$ cat src/rtl/router_rr_controller.sv
// Round-robin arbiter and Moore sequencer for the 4-port 8-bit router datapath.
// A granted packet is sequenced as: store strobe, wait for the datapath to
// acknowledge the latch, forward strobe, then wait for the output port to
// take the byte. Both waits are bounded by TIMEOUT, so a stalled transfer is
// aborted instead of hanging the router.
//
// Handshake: acknowledged and received are single-cycle level qualifiers.
// Each one is sampled only in its own wait state and ignored everywhere
// else. A qualifier seen in the final timer cycle still completes the
// transfer. All outputs are registered, decoded from the next state.
module router_rr_controller #(
  parameter int TIMEOUT = 16
) (
  input  logic       clk,
  input  logic       rst,
  input  logic [3:0] request,
  input  logic       acknowledged,
  input  logic       received,
  input  logic [1:0] hdr_dest,
  output logic [3:0] on_bus,
  output logic       st_router,
  output logic       fw_router,
  output logic [3:0] in_addr,
  output logic [3:0] out_addr,
  output logic       busy,
  output logic       timeout_err,
  output logic [2:0] fsm_state
);

  typedef enum logic [2:0] {
    IDLE     = 3'd0,
    STORE    = 3'd1,
    WAIT_ACK = 3'd2,
    FORWARD  = 3'd3,
    WAIT_RCV = 3'd4,
    RELEASE  = 3'd5,
    ABORT    = 3'd6
  } state_t;

  // Last timer value allowed in a wait state before the transfer is aborted.
  localparam logic [7:0] TIMER_LAST = 8'(TIMEOUT - 1);

  state_t     state_q, state_d;
  logic [1:0] grant_q, grant_d;
  logic [1:0] dest_q, dest_d;
  logic [1:0] ptr_q, ptr_d;
  logic [7:0] timer_q, timer_d;
  logic [1:0] winner;
  logic [1:0] cand;
  logic       found;

  logic [3:0] on_bus_d, out_addr_d;
  logic       st_d, fw_d, busy_d, terr_d;

  assign fsm_state = state_q;

  // Round-robin search: start one past the last granted port and wrap.
  always_comb begin
    winner = ptr_q + 2'd1;
    cand   = '0;
    found  = 1'b0;
    for (int i = 1; i <= 4; i++) begin
      cand = ptr_q + 2'(i);
      if (!found && request[cand]) begin
        winner = cand;
        found  = 1'b1;
      end
    end
  end

  // Next-state, grant, destination, pointer and wait-timer logic.
  always_comb begin
    state_d = state_q;
    grant_d = grant_q;
    dest_d  = dest_q;
    ptr_d   = ptr_q;
    timer_d = timer_q;
    case (state_q)
      IDLE: begin
        if (|request) begin
          grant_d = winner;
          state_d = STORE;
        end
      end
      STORE: begin
        timer_d = '0;
        state_d = WAIT_ACK;
      end
      WAIT_ACK: begin
        if (acknowledged) begin
          dest_d  = hdr_dest;
          state_d = FORWARD;
        end else if (timer_q == TIMER_LAST) begin
          state_d = ABORT;
        end else begin
          timer_d = timer_q + 8'd1;
        end
      end
      FORWARD: begin
        timer_d = '0;
        state_d = WAIT_RCV;
      end
      WAIT_RCV: begin
        if (received) begin
          state_d = RELEASE;
        end else if (timer_q == TIMER_LAST) begin
          state_d = ABORT;
        end else begin
          timer_d = timer_q + 8'd1;
        end
      end
      // The port just served, or the one that stalled, drops to lowest priority.
      RELEASE, ABORT: begin
        ptr_d   = grant_q;
        state_d = IDLE;
      end
      default: begin
        state_d = IDLE;
      end
    endcase
  end

  // Output decode from the next state so the registered outputs line up with it.
  always_comb begin
    on_bus_d   = '0;
    out_addr_d = '0;
    st_d       = 1'b0;
    fw_d       = 1'b0;
    busy_d     = 1'b0;
    terr_d     = 1'b0;
    case (state_d)
      STORE: begin
        on_bus_d = 4'b0001 << grant_d;
        st_d     = 1'b1;
        busy_d   = 1'b1;
      end
      WAIT_ACK: begin
        on_bus_d = 4'b0001 << grant_d;
        busy_d   = 1'b1;
      end
      FORWARD: begin
        on_bus_d   = 4'b0001 << grant_d;
        out_addr_d = 4'b0001 << dest_d;
        fw_d       = 1'b1;
        busy_d     = 1'b1;
      end
      WAIT_RCV: begin
        on_bus_d   = 4'b0001 << grant_d;
        out_addr_d = 4'b0001 << dest_d;
        busy_d     = 1'b1;
      end
      RELEASE: begin
        busy_d = 1'b1;
      end
      ABORT: begin
        busy_d = 1'b1;
        terr_d = 1'b1;
      end
      default: begin
        busy_d = 1'b0;
      end
    endcase
  end

  // State, bookkeeping and output registers; the reset puts priority on port 0.
  always_ff @(posedge clk or negedge rst) begin
    if (!rst) begin
      state_q     <= IDLE;
      grant_q     <= '0;
      dest_q      <= '0;
      ptr_q       <= 2'd3;
      timer_q     <= '0;
      on_bus      <= '0;
      in_addr     <= '0;
      out_addr    <= '0;
      st_router   <= 1'b0;
      fw_router   <= 1'b0;
      busy        <= 1'b0;
      timeout_err <= 1'b0;
    end else begin
      state_q     <= state_d;
      grant_q     <= grant_d;
      dest_q      <= dest_d;
      ptr_q       <= ptr_d;
      timer_q     <= timer_d;
      on_bus      <= on_bus_d;
      in_addr     <= on_bus_d;
      out_addr    <= out_addr_d;
      st_router   <= st_d;
      fw_router   <= fw_d;
      busy        <= busy_d;
      timeout_err <= terr_d;
    end
  end

endmodule

$ cat config.mk
export PLATFORM = sky130hd
export DESIGN_NAME = router_rr_controller
export DESIGN_NICKNAME = d
export VERILOG_FILES = /design/src/rtl/router_rr_controller.sv
export SDC_FILE = /design/constraint.sdc
export NUM_CORES = 1
export LEC_CHECK = 0
export ABC_AREA = 1
export CORE_MARGIN = 2
export CORE_UTILIZATION = 57
export CTS_CLUSTER_DIAMETER = 30
export DETAILED_ROUTE_END_ITERATION = 12
export PLACE_DENSITY = 0.85
export SLEW_MARGIN = 20
export SYNTH_ARGS = -nofsm -noshare
export SYNTH_HDL_FRONTEND = slang
export SYNTH_SLANG_ARGS = --single-unit
$ cat constraint.sdc
create_clock -name clk -period 2.46 [get_ports clk]
set_clock_uncertainty 0.05 [all_clocks]
set_input_delay 0.738 -clock clk [delete_from_list [all_inputs] [get_ports clk]]
set_output_delay 0.738 -clock clk [all_outputs]
set_load 0.02 [all_outputs]
# Word-level counts from Yosys, hierarchy flattened
# Cells that the tools add are included.
# op_classes
eq_ne	15
addsub	4
muxes	33
reduce_logical	15
magnitude_cmp	4
shift	2
# ops
cell	n
$mux W8	3
$pmux W8 S3	1
$eq A3 B3 Y1 const B	6
$pmux W3 S5	1
$mux W2	7
$eq A3 B2 Y1 const B	4
$lt A2 B3 Y1 const B	4
$mux W3	4
$mux W1	11
$add A8 B1 Y8 const B	1
$bmux W1 S2	4
$eq A8 B4 Y1 const B	1
$mux W4	2
$reduce_or A4 Y1	2
$shl A1 B2 Y4 const A	2
$eq A3 B1 Y1 const B	2
$reduce_or A2 Y1	3
$reduce_or A6 Y1	1
$add A2 B2 Y2 const B	2
$ne A2 B2 Y1 const B	2
$logic_and A1 B1 Y1	3
$logic_not A1 Y1	3
$logic_not A3 Y1	1
$reduce_and A3 Y1	1
2 further kinds	2
# word_totals
ff_bits	29
in_bits	10
out_inout_bits	19

# Logic depth before layout (Yosys ltp)
# Gate-level depths: netlist (run 1).
# logic_depth
word_depth	17
mapped_depth	14
ltp_nobuf	13

# Least setup slack after synthesis (run 1)
# Ideal clock, no wire load.
# synth_path
kind	in2reg
start	in request[3]
end	reg in_addr[2]
setup_slack_ns	0.712
path_buffers	0
stages	10
arrival_time_ns	1.577
cell_sequence	inv_1 -> nand2_2 -> nand3_1 -> nand2_2 -> a21oi_4 -> nand3_1 -> nand2_1 -> nand2_1 -> a21oi_1 -> nor2_1
# synth_via
elab_chain_cells	16
elab_cells_between_ends	32
# synth_rtl
item	line_no	rtl
start: declaration	16	input logic [3:0] request,
$bmux W1 S2	64	if (!found && request[cand]) begin
$mux W1 (implied by the code)	64	
$mux W1	64	
$logic_not A1 Y1	64	
$logic_and A1 B1 Y1	64	
$mux W1	64	
$logic_not A1 Y1	64	
$logic_and A1 B1 Y1	64	
$mux W1	64	
$logic_not A1 Y1	64	
$logic_and A1 B1 Y1	64	
$mux W2	64	
$mux W2	80	if (|request) begin
$mux W2	78	case (state_q)
$shl A1 B2 Y4	--	
$mux W4 (*)	--	
via on_bus_d[2]	52	logic [3:0] on_bus_d, out_addr_d;
end signal: assignment	187	in_addr <= on_bus_d;
end: declaration	23	output logic [3:0] in_addr,
# Mark *: on every way through the listed nets, which the timed path passes. The rest lies on a longest branch. The select of a mux whose other input is x is not followed.
# A chain may end at the register's enable or synchronous reset.

# Final worst setup path (run 1)
# layout_path
start	reg state_q[1] (netlist: fsm_state[1])
end	out fsm_state[1]
# layout_lines
item	line_no	rtl
start: declaration	43	state_t state_q, state_d;
start signal: assignment	181	state_q <= state_d;
end: declaration	27	output logic [2:0] fsm_state
# No word-level cell between the ends.

==> results of run 1 <==
## cell families after synthesis
kind of cell / share of synthesized area, %
DFF: 42.2
AOI/OAI and AO/OA: 8.92
adders and majority gates: 0.725
xor gates and xnor gates: 3.05
and+or+nand+nor: 35.7
buffers and inverters: 9.35
## cells in the mapped netlist
library cell,instances,area share (%)
sky130_fd_sc_hd__nand2_4,3,2.0
sky130_fd_sc_hd__o21ai_0,8,2.3
sky130_fd_sc_hd__dfrtp_1,27,39
sky130_fd_sc_hd__inv_1,17,3.7
sky130_fd_sc_hd__buf_6,2,1.3
sky130_fd_sc_hd__nor3b_1,2,0.87
sky130_fd_sc_hd__ha_1,1,0.73
sky130_fd_sc_hd__buf_4,4,1.7
sky130_fd_sc_hd__nor2_4,1,0.65
sky130_fd_sc_hd__nand4_4,1,1.2
sky130_fd_sc_hd__nand2_2,16,5.8
sky130_fd_sc_hd__a21oi_1,1,0.29
sky130_fd_sc_hd__nor2_2,2,0.73
sky130_fd_sc_hd__o31ai_2,1,0.73
sky130_fd_sc_hd__a21oi_4,2,1.9
sky130_fd_sc_hd__inv_4,1,0.36
sky130_fd_sc_hd__a21oi_2,1,0.51
sky130_fd_sc_hd__or2_1,2,0.73
sky130_fd_sc_hd__nor3_1,1,0.29
sky130_fd_sc_hd__nor3_2,1,0.58
sky130_fd_sc_hd__dfstp_2,2,3.0
sky130_fd_sc_hd__buf_2,1,0.29
sky130_fd_sc_hd__o21ai_2,1,0.51
sky130_fd_sc_hd__nand3_1,18,5.2
sky130_fd_sc_hd__nand3b_1,3,1.3
sky130_fd_sc_hd__nand2_1,53,12
sky130_fd_sc_hd__xor2_1,5,2.5
sky130_fd_sc_hd__a31oi_1,1,0.36
sky130_fd_sc_hd__o31ai_1,4,1.7
sky130_fd_sc_hd__nand4_1,4,1.5
sky130_fd_sc_hd__nor2_1,13,2.8
sky130_fd_sc_hd__inv_2,9,2.0
sky130_fd_sc_hd__nand3_2,1,0.58
sky130_fd_sc_hd__o21ai_1,2,0.58
sky130_fd_sc_hd__xnor2_1,1,0.51
## state kept, by name (all words and copies together) (netlist names)
register	flops
timer_q	8
fw_router	1
out_addr	4
ptr_q	2
grant_q	2
fsm_state	3
in_addr	4
dest_q	2
st_router	1
timeout_err	1
busy	1
## per-stage QoR
stage / worst slack [ns] / utilization (%) / instance area, um2
6_report: 0.248 / 72.9 / 2040
5_1_grt: 0.199 / 72.9 / 2040
4_1_cts: 0.240 / 72.9 / 2040
3_5_place_dp: 0.148 / 71.1 / 1990
3_3_place_gp: 0.170 / 71.1 / 1990
2_1_floorplan: 0.712 / - / 1730
## power breakdown
group          switching (W)  internal [W]
Clock               0.000168      0.000111
Combinational       0.000995      0.000575
Sequential          0.000127      0.000648
Total                0.00129       0.00133
## final timing paths
path,start,slack [ns],endpoint
worst min register to register,grant_q[1],0.49,ptr_q[1]
max in group asynchronous,rst,1.32,ptr_q[1]
worst min-delay path,grant_q[1],0.49,ptr_q[1]
worst max-delay path,fsm_state[1],0.25,fsm_state[1]
min in group asynchronous,rst,0.71,timer_q[3]
worst max register to register,ptr_q[0],0.60,in_addr[3]
## tightest hold or removal path: cells and delay by family (launching register included)
kind	cells	cell delay (ns)
DFF	1	0.37
AOI/OAI and AO/OA	1	0.07
and+or+nand+nor	1	0.06
## layer usage
metal	up-vias	part of all wire, %
met3	5	7.0
met4	0	1.9
met5	-	0
met1	657	45
li1	735	-
met2	51	46
## final cells by class
type	instances	area [um2]
tap	31	38.8
fill	244	761
timing repair buffer	29	288
multi-input combinational	149	836
clock buffer	7	45.0
clock inverter	1	5.00
sequential	29	728
inverter	27	104
==> summary.md, run 1 <==
| Metric | Value |
|---|---|
| WL final | `3.29 mm` |
| Max-slew headroom at the worst pin | `between 70% and 80%` |
| Chip Height | `between 50 and 60 um` |
| H-tree level count | `2` |
| Critical Path Slowest Stage Cell | `sky130_fd_sc_hd__clkdlybuf4s50_1` |
| Final Max Tran Viols | `0` |
| Clock latency on the worst-skew pair | `0.34 ns` |
| Pre-Repair DR Iteration Count | `4` |
| Initial DRC Count | `57` |
| Slowest stage delay, CP | `between 0.6 and 0.7 ns` |
| Drt drc | `0` |
| Post-Place Cells | `about 270` |
| Unique cell type count in the Yosys netlist | `35` |
| Flip-flop and latch count after synthesis | `29` |
| Max-cap violations | `0` |
| Depth of the most critical reg-to-reg path | `11` |
| Critical Path End Type | `output pin` |
| Sum of buffers and inverters on the critical path | `1` |
| Power density normalized to cell area | `about 1300 nW/um2` |
| Full die area | `3480 um2` |
| Slew @ Worst Pin | `around 0.40 ns` |
| Family with the most delay on the worst path | `buffers and inverters` |
| Global Route met1 Usage | `28.1%` |
| WP data arrival | `between 1 and 1.5 ns` |
| Antenna violations before repair | `0` |
| Clock transition at the registers of the reported paths | `roughly 0.08 ns` |
| Total power consumption of the routed design | `~0.0026 W` |
| Status | `complete, no violations` |
| Root Driver | `sky130_fd_sc_hd__clkbuf_4` |
| Largest fanout of any net on the critical path | `5` |
| Setup TNS | `0 ns` |
| Count of antenna diodes in the layout | `0` |
| Antenna Nets Post-Route | `0` |
| Count of mapped cells out of synthesis | `between 200 and 250` |
| Total congestion overflow | `0` |
| Hold-critical path depth | `2` |
| Fmax | `roughly 450 MHz` |
| Most used routing layer | `met2` |
| Net count of the mapped netlist | `223` |
| Series of cell instances along the critical path | `clkdlybuf4s50_1` |
| Combined area of all synthesized cells | `1730 um2` |
| Sink Count | `29` |
| Layout area overhead | `18.5%` |
| Worst Setup Path Type | `reg -> out` |
| Setup repair after global routing missed its margin | `no` |
| TritonCTS clock tree | `built` |
| Avg Inst Size Synth | `slightly above 8 um2` |
| Seq/Total Area, Yosys | `a little over two fifths` |
| Non-filler instance count after layout | `between 200 and 300` |
| Met3 Track Usage GR | `5.24%` |
| Global-route wire length before repair | `5.84 mm` |
| Critical path depth in cells | `1` |
| Tightest hold margin | `a little under 0.5 ns` |
| Peak supply drop | `roughly 0.87 mV` |
| CTS buffer count | `5` |
| Worst setup SP type | `register` |
| Area of the placeable core | `2810 um2` |
| Port Buffer Count | `28` |
| Detail-routed net length per standard cell | `between 10 and 15 um` |
| Width of the die | `between 50 and 60 um` |
| Number of top-level pins | `29` |
| Required time worst endpoint | `1.67 ns` |
| Commonest non-fill, non-tap cell in the layout | `sky130_fd_sc_hd__nand2_1` |
| Starting utilization of the core area | `61.5%` |
| Number of cell rows | `19` |
| Per-cell via count in the routed design | `5.30` |
| Proportion of layout cells with a drive suffix above 1 | `between 20% and 30%` |
| Post-route fraction of the period consumed by the critical path | `between 80 and 90%` |
| Leakage power figure | `0.999 nW` |
| Commonest cells after routing, fill and taps aside | `sky130_fd_sc_hd__nand2_1, sky130_fd_sc_hd__clkdlybuf4s50_1, sky130_fd_sc_hd__dfrtp_1` |
| Number of hold-repair buffers added at the cts stage | `0` |
| Count of buffers added by post-CTS timing repair for setup | `0` |
| GR Layer Usage met2 | `roughly 37%` |
| Routed vias | `about 1400` |
| Minimum period implied by the final worst setup slack | `2.21 ns` |
| Class of the tightest hold or removal check | `reg -> reg` |
| Number of global-route vias before repair | `between 1000 and 1500` |
| Syn. warnings | `0` |
| # resized after CTS | `0` |
| Buffers from clock root to sink, at most | `2` |
| Maximum number of pins on one net before global-route repair | `30` |
| Detailed placement HPWL | `about 2.5 mm` |
| Post-layout nets | `around 250` |
| Gr usage total | `22.8%` |
| Number of failing setup endpoints in the final timing report | `0` |
| Final hold violation count | `0` |
| Placer's final routability congestion estimate | `between 0.9 and 1` |
No activity file was read; power rests on OpenSTA's default activity.
==> run 2: changes to the inputs <==
--- a/config.mk
+++ b/config.mk
@@ -10,7 +10,10 @@
 export CORE_UTILIZATION = 57
 export CTS_CLUSTER_DIAMETER = 30
 export DETAILED_ROUTE_END_ITERATION = 12
+export GPL_ROUTABILITY_DRIVEN = 1
 export PLACE_DENSITY = 0.85
+export REMOVE_ABC_BUFFERS = 1
+export SETUP_SLACK_MARGIN = 0.3
 export SLEW_MARGIN = 20
 export SYNTH_ARGS = -nofsm -noshare
 export SYNTH_HDL_FRONTEND = slang
==> run 2 against run 1 <==
Core utilization up 1.2 points. Sequential power is 0.5% higher. Combinational power is essentially flat. Flip-flop and latch count did not move. Largest cell class unchanged. Global-route usage is 1.3 points lower. Wire length rose by 1.8%. Largest power group unchanged.
==> summary.md, run 2 (synthesized netlist as in run 1, its figures left out) <==
| Metric | Value |
|---|---|
| Sum of buffers and inverters on the critical path | `1 (unchanged)` |
| Power spent charging and discharging nets | `0.00130 W (+0.47%)` |
| Detailed placement HPWL | `2.53 mm (+0.23%)` |
| Number of failing setup endpoints in the final timing report | `0 (unchanged)` |
| Number of global-route vias before repair | `1304 (-5.6%)` |
| Worst setup SP type | `register` |
| Count of antenna diodes in the layout | `0 (unchanged)` |
| Number of cell rows | `19 (unchanged)` |
| Pre-Repair DR Iteration Count | `4 (unchanged)` |
| Per-cell via count in the routed design | `5.30 (-0.14%)` |
| Reg2Reg Capture Point | `in_addr[0]` |
| Area of the placeable core | `2810 um2 (unchanged)` |
| Placer's final routability congestion estimate | `0.903 (about the same)` |
| Crit Reg-Reg Startpoint | `ptr_q[0]` |
| Status | `complete, no violations` |
| Routed vias | `1446 (-0.14%)` |
| H-tree level count | `2 (unchanged)` |
| Worst-case hold path end point | `ptr_q[0]` |
| Setup TNS | `0 ns (unchanged)` |
| Sequential share of power | `28.4% (-1.2 points)` |
| Family with the most delay on the worst path | `buffers and inverters` |
| Source of the worst hold timing path | `grant_q[0]` |
| Routed length on met2 | `1.52 mm (-0.26%)` |
| Setup repair after global routing missed its margin | `no` |
| Clock network power share | `14.9% (+4.3 points)` |
| Minimum period implied by the final worst setup slack | `2.11 ns (-0.104 ns)` |
| Fmax | `474 MHz (+4.9%)` |
| Slowest stage delay, CP | `0.62 ns (-0.03 ns)` |
| Global-route wire length before repair | `5.64 mm (-3.5%)` |
| Hold-critical path depth | `2 (unchanged)` |
| Most flops, register | `timer_q` |
| Clock latency on the worst-skew pair | `0.31 ns (-0.03 ns)` |
| Fill cell total of the finished layout | `220 (-9.8%)` |
| Switching power share of the total | `47.1% (-2.0 points)` |
| Depth of the most critical reg-to-reg path | `13 (+2)` |
| Commonest non-fill, non-tap cell in the layout | `sky130_fd_sc_hd__nand2_1` |
| Critical Path End Type | `output pin` |
| Slew @ Worst Pin | `0.444 ns (+0.0426 ns)` |
| Post-route core utilization | `74.1% (+1.2 points)` |
| Post-route fraction of the period consumed by the critical path | `85.7% (-4.2 points)` |
| Leading registers by flop count | `timer_q (8), in_addr (4), out_addr (4)` |
| Combined area of the multi-input logic cells | `840 um2 (+0.45%)` |
| Critical Path Slowest Stage Cell | `sky130_fd_sc_hd__clkdlybuf4s50_1` |
| Number of top-level pins | `29 (unchanged)` |
| Routed wl met3 | `183 um (-21%)` |
| Root Driver | `sky130_fd_sc_hd__clkbuf_4` |
| Sink Count | `29 (unchanged)` |
| CTS buffer count | `5 (unchanged)` |
| Flop2flop setup slack | `0.59 ns (about the same)` |
| Full die area | `3480 um2 (unchanged)` |
| Worst Setup Path Type | `reg -> out` |
| Width of the die | `59.0 um (unchanged)` |
| Chip Height | `59.0 um (unchanged)` |
| Gr usage total | `21.5% (-1.3 points)` |
| Maximum number of pins on one net before global-route repair | `30 (unchanged)` |
| Gate power share | `56.8% (-3.0 points)` |
| Series of cell instances along the critical path | `clkdlybuf4s50_1` |
| Antenna Nets Post-Route | `0 (unchanged)` |
| Starting utilization of the core area | `61.5% (unchanged)` |
| Number of hold-repair buffers added at the cts stage | `0 (unchanged)` |
| Drt drc | `0 (unchanged)` |
| Total internal power | `0.00145 W (+8.9%)` |
| Max-slew headroom at the worst pin | `70.2% (-2.9 points)` |
| WP data arrival | `1.32 ns (-0.10 ns)` |
| Max-cap violations | `0 (unchanged)` |
| Buffers from clock root to sink, at most | `2 (unchanged)` |
| Peak supply drop | `0.854 mV (-2.4%)` |
| Tightest hold margin | `0.451 ns (-0.0357 ns)` |
| Layout area overhead | `20.5%` |
| Antenna violations before repair | `0 (unchanged)` |
| Proportion of layout cells with a drive suffix above 1 | `21.9% (+1.7 points)` |
| Post-layout nets | `252 (unchanged)` |
| TritonCTS clock tree | `built` |
| Final Max Tran Viols | `0 (unchanged)` |
| Total power consumption of the routed design | `0.00275 W (+4.8%)` |
| Required time worst endpoint | `1.67 ns (about the same)` |
| Number of flip-flops under the largest register name | `8 (unchanged)` |
| Power density normalized to cell area | `1320 nW/um2 (+3.0%)` |
| Max Used Layer | `met4` |
| Commonest cells after routing, fill and taps aside | `sky130_fd_sc_hd__nand2_1, sky130_fd_sc_hd__dfrtp_1, sky130_fd_sc_hd__clkdlybuf4s50_1` |
| WL final | `3.35 mm (+1.8%)` |
| Final hold violation count | `0 (unchanged)` |
| Seq. cell area | `728 um2 (unchanged)` |
| Total congestion overflow | `0 (unchanged)` |
| Class of the tightest hold or removal check | `reg -> reg` |
| Initial DRC Count | `54 (-5.3%)` |
| Metal-1 WL | `1.62 mm (+9.9%)` |
| Largest fanout of any net on the critical path | `2 (-3)` |
| Clock transition at the registers of the reported paths | `0.10 ns (+0.02 ns)` |
| Detail-routed net length per standard cell | `12.3 um (+1.8%)` |
| Leakage power figure | `1.02 nW (+2.2%)` |
| Port Buffer Count | `28 (unchanged)` |
-- run 2: cell count changes in the layout (fill, tap and decap cells not counted), sizes merged --
cell	previous run	this run
bufinv	0	1
clkdlybuf4s50	28	25
clkinv	1	0
dlygate4sd2	0	3
-- run 2: per-layer routing --
layer	global-route usage, %	vias up
met2	32.9	42
met3	5.90	4
met4	5.52	0
met5	0	-
met1	30.3	665
li1	-	735
-- run 2: what timing repair did --
action                     4_1_cts  5_1_grt
setup endpoints to repair        3        2
gates resized for setup          3        3
buffers inserted                 0        0
cloned                           0        0
-- run 2: power by group through the flow --
stage	combinational, W	sequential (W)	clock (W)
after floorplan	0.00103	0.000883	0
after global placement	0.00154	0.000780	0
after detailed placement	0.00157	0.000786	0
after CTS	0.00156	0.000780	0.000411
after global routing	0.00174	0.000799	0.000432
final	0.00156	0.000780	0.000409
-- run 2: per-stage QoR --
step / instances / setup slack (ns) / instance area (um2)
finish: 273 / 0.352 / 2080
global placement: 265 / 0.164 / 1990
global route: 273 / 0.306 / 2080
CTS: 273 / 0.329 / 2080
detailed placement: 265 / 0.108 / 1990
floorplan: 205 / 0.709 / 1670
-- run 2: area by class of cell --
class | instances | area share, %
clock buffers | 7 | 2.65
well taps | 31 | 1.87
clock inverters | 1 | 1.44
repair buffers | 29 | 13.7
multi-input cells | 149 | 40.4
flip-flops and latches | 29 | 35.0
inverters | 27 | 4.99
-- run 2: worst max path at each step --
| stage | startpoint | slack, ns | cells after the start | to |
|---|---|---|---|---|
| floorplan | request[3] | 0.71 | 10 | in_addr[2] |
| global placement | request[2] | 0.16 | 12 | in_addr[3] |
| detailed placement | request[1] | 0.11 | 11 | in_addr[3] |
| CTS | in_addr[3] | 0.33 | 1 | in_addr[3] |
| global route | in_addr[3] | 0.31 | 1 | in_addr[3] |
| finish | in_addr[3] | 0.35 | 1 | in_addr[3] |
-- run 2: worst min-delay path: stages, from the launching register on --
cell and delay [ns]:
sky130_fd_sc_hd__dfrtp_1 0.35, sky130_fd_sc_hd__nand2_1 0.05, sky130_fd_sc_hd__o21ai_0 0.07
==> run 3: changes to the inputs <==
--- a/config.mk
+++ b/config.mk
@@ -5,13 +5,13 @@
 export SDC_FILE = /design/constraint.sdc
 export NUM_CORES = 1
 export LEC_CHECK = 0
-export ABC_AREA = 1
+export CAP_MARGIN = 30
 export CORE_MARGIN = 2
-export CORE_UTILIZATION = 57
+export CORE_UTILIZATION = 55
 export CTS_CLUSTER_DIAMETER = 30
 export DETAILED_ROUTE_END_ITERATION = 12
 export GPL_ROUTABILITY_DRIVEN = 1
-export PLACE_DENSITY = 0.85
+export PLACE_DENSITY = 0.84
 export REMOVE_ABC_BUFFERS = 1
 export SETUP_SLACK_MARGIN = 0.3
 export SLEW_MARGIN = 20
==> run 3 against run 2 <==
Clock-buffer cell count is 1 lower. Register-to-register slack worse by 0.31 ns. Via count is 4.6% lower. Synthesized cell count is 30% lower. Flip-flop and latch count stayed put. Area after synthesis is 14% lower. Critical path depth is 8 higher. Highest routed layer unchanged. Largest power group unchanged. Global-route usage is 5.3 points higher. Sequential power is 2% higher. Cell count is 15% lower. Power is 0.82% higher.
==> summary.md, run 3 <==
| Metric | Value |
|---|---|
| Setup TNS | `0 ns (unchanged)` |
| Gate power share | `61.3% (+4.5 points)` |
| Sink Count | `29 (unchanged)` |
| Leakage power figure | `0.975 nW (-4.5%)` |
| Crit Reg-Reg Startpoint | `timer_q[4]` |
| Starting utilization of the core area | `59.1% (-2.4 points)` |
| Clock transition at the registers of the reported paths | `0.09 ns (about the same)` |
| Gr usage total | `26.7% (+5.3 points)` |
| Switching power share of the total | `43.7% (-3.4 points)` |
| Chip Height | `56.1 um (-5.0%)` |
| Detail-routed net length per standard cell | `17.2 um (+41%)` |
| Flop2flop setup slack | `0.28 ns (-0.31 ns)` |
| Maximum number of pins on one net before global-route repair | `30 (unchanged)` |
| Non-filler instance count after layout | `233 (-15%)` |
| Drt drc | `0 (unchanged)` |
| Number of flip-flops under the largest register name | `8 (unchanged)` |
| H-tree level count | `2 (unchanged)` |
| Largest fanout of any net on the critical path | `3 (+1)` |
| Depth of the most critical reg-to-reg path | `7 (-6)` |
| Commonest non-fill, non-tap cell in the layout | `sky130_fd_sc_hd__dfrtp_1` |
| Count of mapped cells out of synthesis | `148 (-30%)` |
| Syn. warnings | `0 (unchanged)` |
| Worst Setup Path Type | `in -> reg` |
| Worst setup SP type | `primary input` |
| Compound-gate portion of the synthesized area | `17.5% (+8.5 points)` |
| Number of global-route vias before repair | `1439 (+10%)` |
| Placer's final routability congestion estimate | `0.921 (+2.0%)` |
| Post-Place Cells | `219 (-17%)` |
| Setup repair after global routing missed its margin | `yes` |
| Leading registers by flop count | `timer_q (8), in_addr (4), out_addr (4)` |
| Fill cell total of the finished layout | `137 (-38%)` |
| Total congestion overflow | `0 (unchanged)` |
| Final Max Tran Viols | `0 (unchanged)` |
| Buffers from clock root to sink, at most | `2 (unchanged)` |
| Number of failing setup endpoints in the final timing report | `0 (unchanged)` |
| CTS buffer count | `5 (unchanged)` |
| Number of cell rows | `18 (-1)` |
| Synth Area in Adders | `0.840% (+0.11 points)` |
| Power density normalized to cell area | `1300 nW/um2 (-1.9%)` |
| Unique cell type count in the Yosys netlist | `49 (+40%)` |
| Most instantiated library cell after synthesis | `sky130_fd_sc_hd__dfrtp_1` |
| Status | `complete, no violations` |
| Post-route fraction of the period consumed by the critical path | `95.8% (+10 points)` |
| Sequential share of power | `28.6% (+0.2 points)` |
| Proportion of netlist area held by the largest area contributor | `45.3% (+6.2 points)` |
| Critical Path End Type | `register` |
| Async S/R FF share, synth | `100% (unchanged)` |
| Number of top-level pins | `29 (unchanged)` |
| Full die area | `3140 um2 (-9.8%)` |
| Worst-case hold path end point | `ptr_q[0]` |
| Fmax | `424 MHz (-11%)` |
| Series of cell instances along the critical path | `buf_6 > or4_4 > o211a_4 > buf_6 > buf_4 > nor2_4 > mux2i_2 > buf_4 > nor3_1` |
| Minimum period implied by the final worst setup slack | `2.36 ns (+0.249 ns)` |
| Detailed placement HPWL | `2.56 mm (+1.0%)` |
| Share of synthesized cell area in and, or, nand and nor gates | `20.2% (-16 points)` |
| Required time worst endpoint | `2.62 ns (+0.95 ns)` |
| Dominant combinational cell family by area after synthesis | `simple AND/OR/NAND/NOR gates` |
| GR Layer Usage met2 | `46.9% (+14 points)` |
| Hold-critical path depth | `1 (-1)` |
| Cell types occupying the most area after synthesis | `sky130_fd_sc_hd__dfrtp_1, sky130_fd_sc_hd__dfstp_2, sky130_fd_sc_hd__nand2_1, sky130_fd_sc_hd__mux2i_1, sky130_fd_sc_hd__o21ai_0` |
| Combined area of all synthesized cells | `1490 um2 (-14%)` |
| Source of the worst hold timing path | `grant_q[0]` |
| Flip-flop and latch count after synthesis | `29 (unchanged)` |
| Initial DRC Count | `76 (+41%)` |
| Final setup margin | `0.102 ns (-0.249 ns)` |
| Ys flop type | `sky130_fd_sc_hd__dfrtp_1` |
| WL final | `4.02 mm (+20%)` |
| Per-cell via count in the routed design | `5.92 (+12%)` |
| Reg2Reg Capture Point | `in_addr[0]` |
| Root Driver | `sky130_fd_sc_hd__clkbuf_4` |
| Avg Inst Size Synth | `10.1 um2 (+24%)` |
| Peak supply drop | `1.21 mV (+41%)` |
| Global Route met1 Usage | `30.3% (-0.042 points)` |
| Post-layout nets | `213 (-15%)` |
| Antenna Nets Post-Route | `0 (unchanged)` |
| Total internal power | `0.00156 W (+7.4%)` |
| Count of antenna diodes in the layout | `0 (unchanged)` |
| Number of enable flip-flop cells after synthesis | `0 (unchanged)` |
| Routed vias | `1380 (-4.6%)` |
| Slowest stage delay, CP | `0.53 ns (-0.09 ns)` |
| Post-route core utilization | `84.7% (+11 points)` |
| Pre-CTS setup slack | `-0.635 ns (-0.743 ns)` |
| Max-slew headroom at the worst pin | `71.9% (+1.6 points)` |
| WP data arrival | `2.52 ns (+1.20 ns)` |
| Area of the placeable core | `2520 um2 (-10%)` |
| Synth area leader | `sky130_fd_sc_hd__dfrtp_1` |
| Clock latency on the worst-skew pair | `0.34 ns (+0.03 ns)` |
| Layout area overhead | `43.4%` |
| Post-synth top cells | `sky130_fd_sc_hd__dfrtp_1, sky130_fd_sc_hd__nand2_1, sky130_fd_sc_hd__inv_1, sky130_fd_sc_hd__nor2_1, sky130_fd_sc_hd__o21ai_0` |
| Slew @ Worst Pin | `0.419 ns (-0.0250 ns)` |
| Class of the tightest hold or removal check | `reg -> reg` |
| Met3 Track Usage GR | `7.91% (+2.0 points)` |
| Max-cap violations | `0 (unchanged)` |
| Pre-Repair DR Iteration Count | `4 (unchanged)` |
| Antenna violations before repair | `0 (unchanged)` |
| Commonest cells after routing, fill and taps aside | `sky130_fd_sc_hd__dfrtp_1, sky130_fd_sc_hd__buf_4, sky130_fd_sc_hd__clkdlybuf4s50_1` |
| Final hold violation count | `0 (unchanged)` |
| Width of the die | `56.1 um (-5.0%)` |
| Post-Synth XOR/XNOR Area | `1.76% (-1.3 points)` |
| Port Buffer Count | `28 (unchanged)` |
| Proportion of layout cells with a drive suffix above 1 | `37.4% (+16 points)` |
| Most used routing layer | `met2` |
| Clock network power share | `10.2% (-4.7 points)` |
| Power spent charging and discharging nets | `0.00121 W (-6.5%)` |
| Most flops, register | `timer_q` |
| Fraction of synthesized area in multiplexers | `3.44% (+3.4 points)` |
| Global-route wire length before repair | `6.50 mm (+15%)` |
| TritonCTS clock tree | `built` |
| Critical Path Slowest Stage Cell | `sky130_fd_sc_hd__or4_4` |
| Seq/Total Area, Yosys | `48.9% (+6.7 points)` |
[run 3: changes by cell type after synthesis, moves of 4 or more]
cell	delta
sky130_fd_sc_hd__a21oi_1	+4
sky130_fd_sc_hd__mux2i_1	+4
sky130_fd_sc_hd__inv_1	-8
sky130_fd_sc_hd__nor2_1	-5
sky130_fd_sc_hd__o211ai_1	+4
sky130_fd_sc_hd__nand2_1	-41
sky130_fd_sc_hd__xor2_1	-4
sky130_fd_sc_hd__nand3_1	-14
sky130_fd_sc_hd__nor3_1	+6
sky130_fd_sc_hd__inv_2	-9
sky130_fd_sc_hd__nand2_2	-16
[run 3: layer usage]
layer | share of wire (%) | up-vias
met4 | 0.95 | 0
met5 | 0 | -
met3 | 5.5 | 6
li1 | - | 648
met2 | 53 | 47
met1 | 41 | 679
[run 3: final cells by class]
class / count / area (um2) / share of cell area (%)
inverter: 10 / 42.5 / 1.99
timing repair buffer: 57 / 519 / 24.3
clock buffer: 6 / 41.3 / 1.93
tap: 30 / 37.5 / 1.76
multi-input combinational: 99 / 757 / 35.4
sequential: 29 / 729 / 34.1
clock inverter: 2 / 10.0 / 0.468
[run 3: what timing repair did]
action | 4_1_cts | 5_1_grt
gates resized for setup | 38 | 25
gates cloned | 0 | 0
hold endpoints to repair | 0 | 0
setup buffers | 0 | 6
hold buffers | 0 | 0
pin swaps | 7 | 8
setup endpoints to repair | 23 | 18
[run 3: kinds of logic (layout without fill, tap and decap cells)]
family          Yosys count  after routing
flops                    29             29
mux                       5              5
xor+xnor                  3              3
simple gates             53             53
buf+inv                  20             75
fa+ha+maj                 1              1
compound gates           37             37
[run 3: critical path: cells and delay by family]
family          cells  cell delay [ns]
mux                 1             0.28
simple gates        3             0.72
compound gates      1             0.25
buf+inv             4             0.52
[run 3: worst max path at each step]
| stage | startpoint | slack [ns] | to | cells past startpoint |
|---|---|---|---|---|
| finish | request[1] | 0.10 | in_addr[0] | 9 |
| global route | request[1] | 0.07 | in_addr[0] | 9 |
| CTS | request[2] | 0.10 | timer_q[5] | 6 |
| detailed placement | request[1] | -0.63 | timer_q[7] | 7 |
| global placement | request[1] | -0.56 | timer_q[5] | 6 |
| floorplan | request[1] | -0.14 | timer_q[5] | 5 |
[run 3: power groups by stage]
stage,registers (W),logic [W],clock network (W)
3_3_place_gp,0.000777,0.00131,0
5_1_grt,0.000811,0.00183,0.000310
4_1_cts,0.000786,0.00144,0.000281
6_report,0.000792,0.00170,0.000282
3_5_place_dp,0.000793,0.00136,0
2_1_floorplan,0.000892,0.000612,0
[run 3: per-stage QoR]
| step | hold slack [ns] | total power, W | area, um2 |
|---|---|---|---|
| after floorplan | 0.392 | 0.00150 | 1420 |
| after global placement | 0.444 | 0.00209 | 1910 |
| after detailed placement | 0.451 | 0.00215 | 1910 |
| after CTS | 0.474 | 0.00251 | 2010 |
| after global routing | 0.490 | 0.00296 | 2140 |
| final | 0.474 | 0.00277 | 2140 |
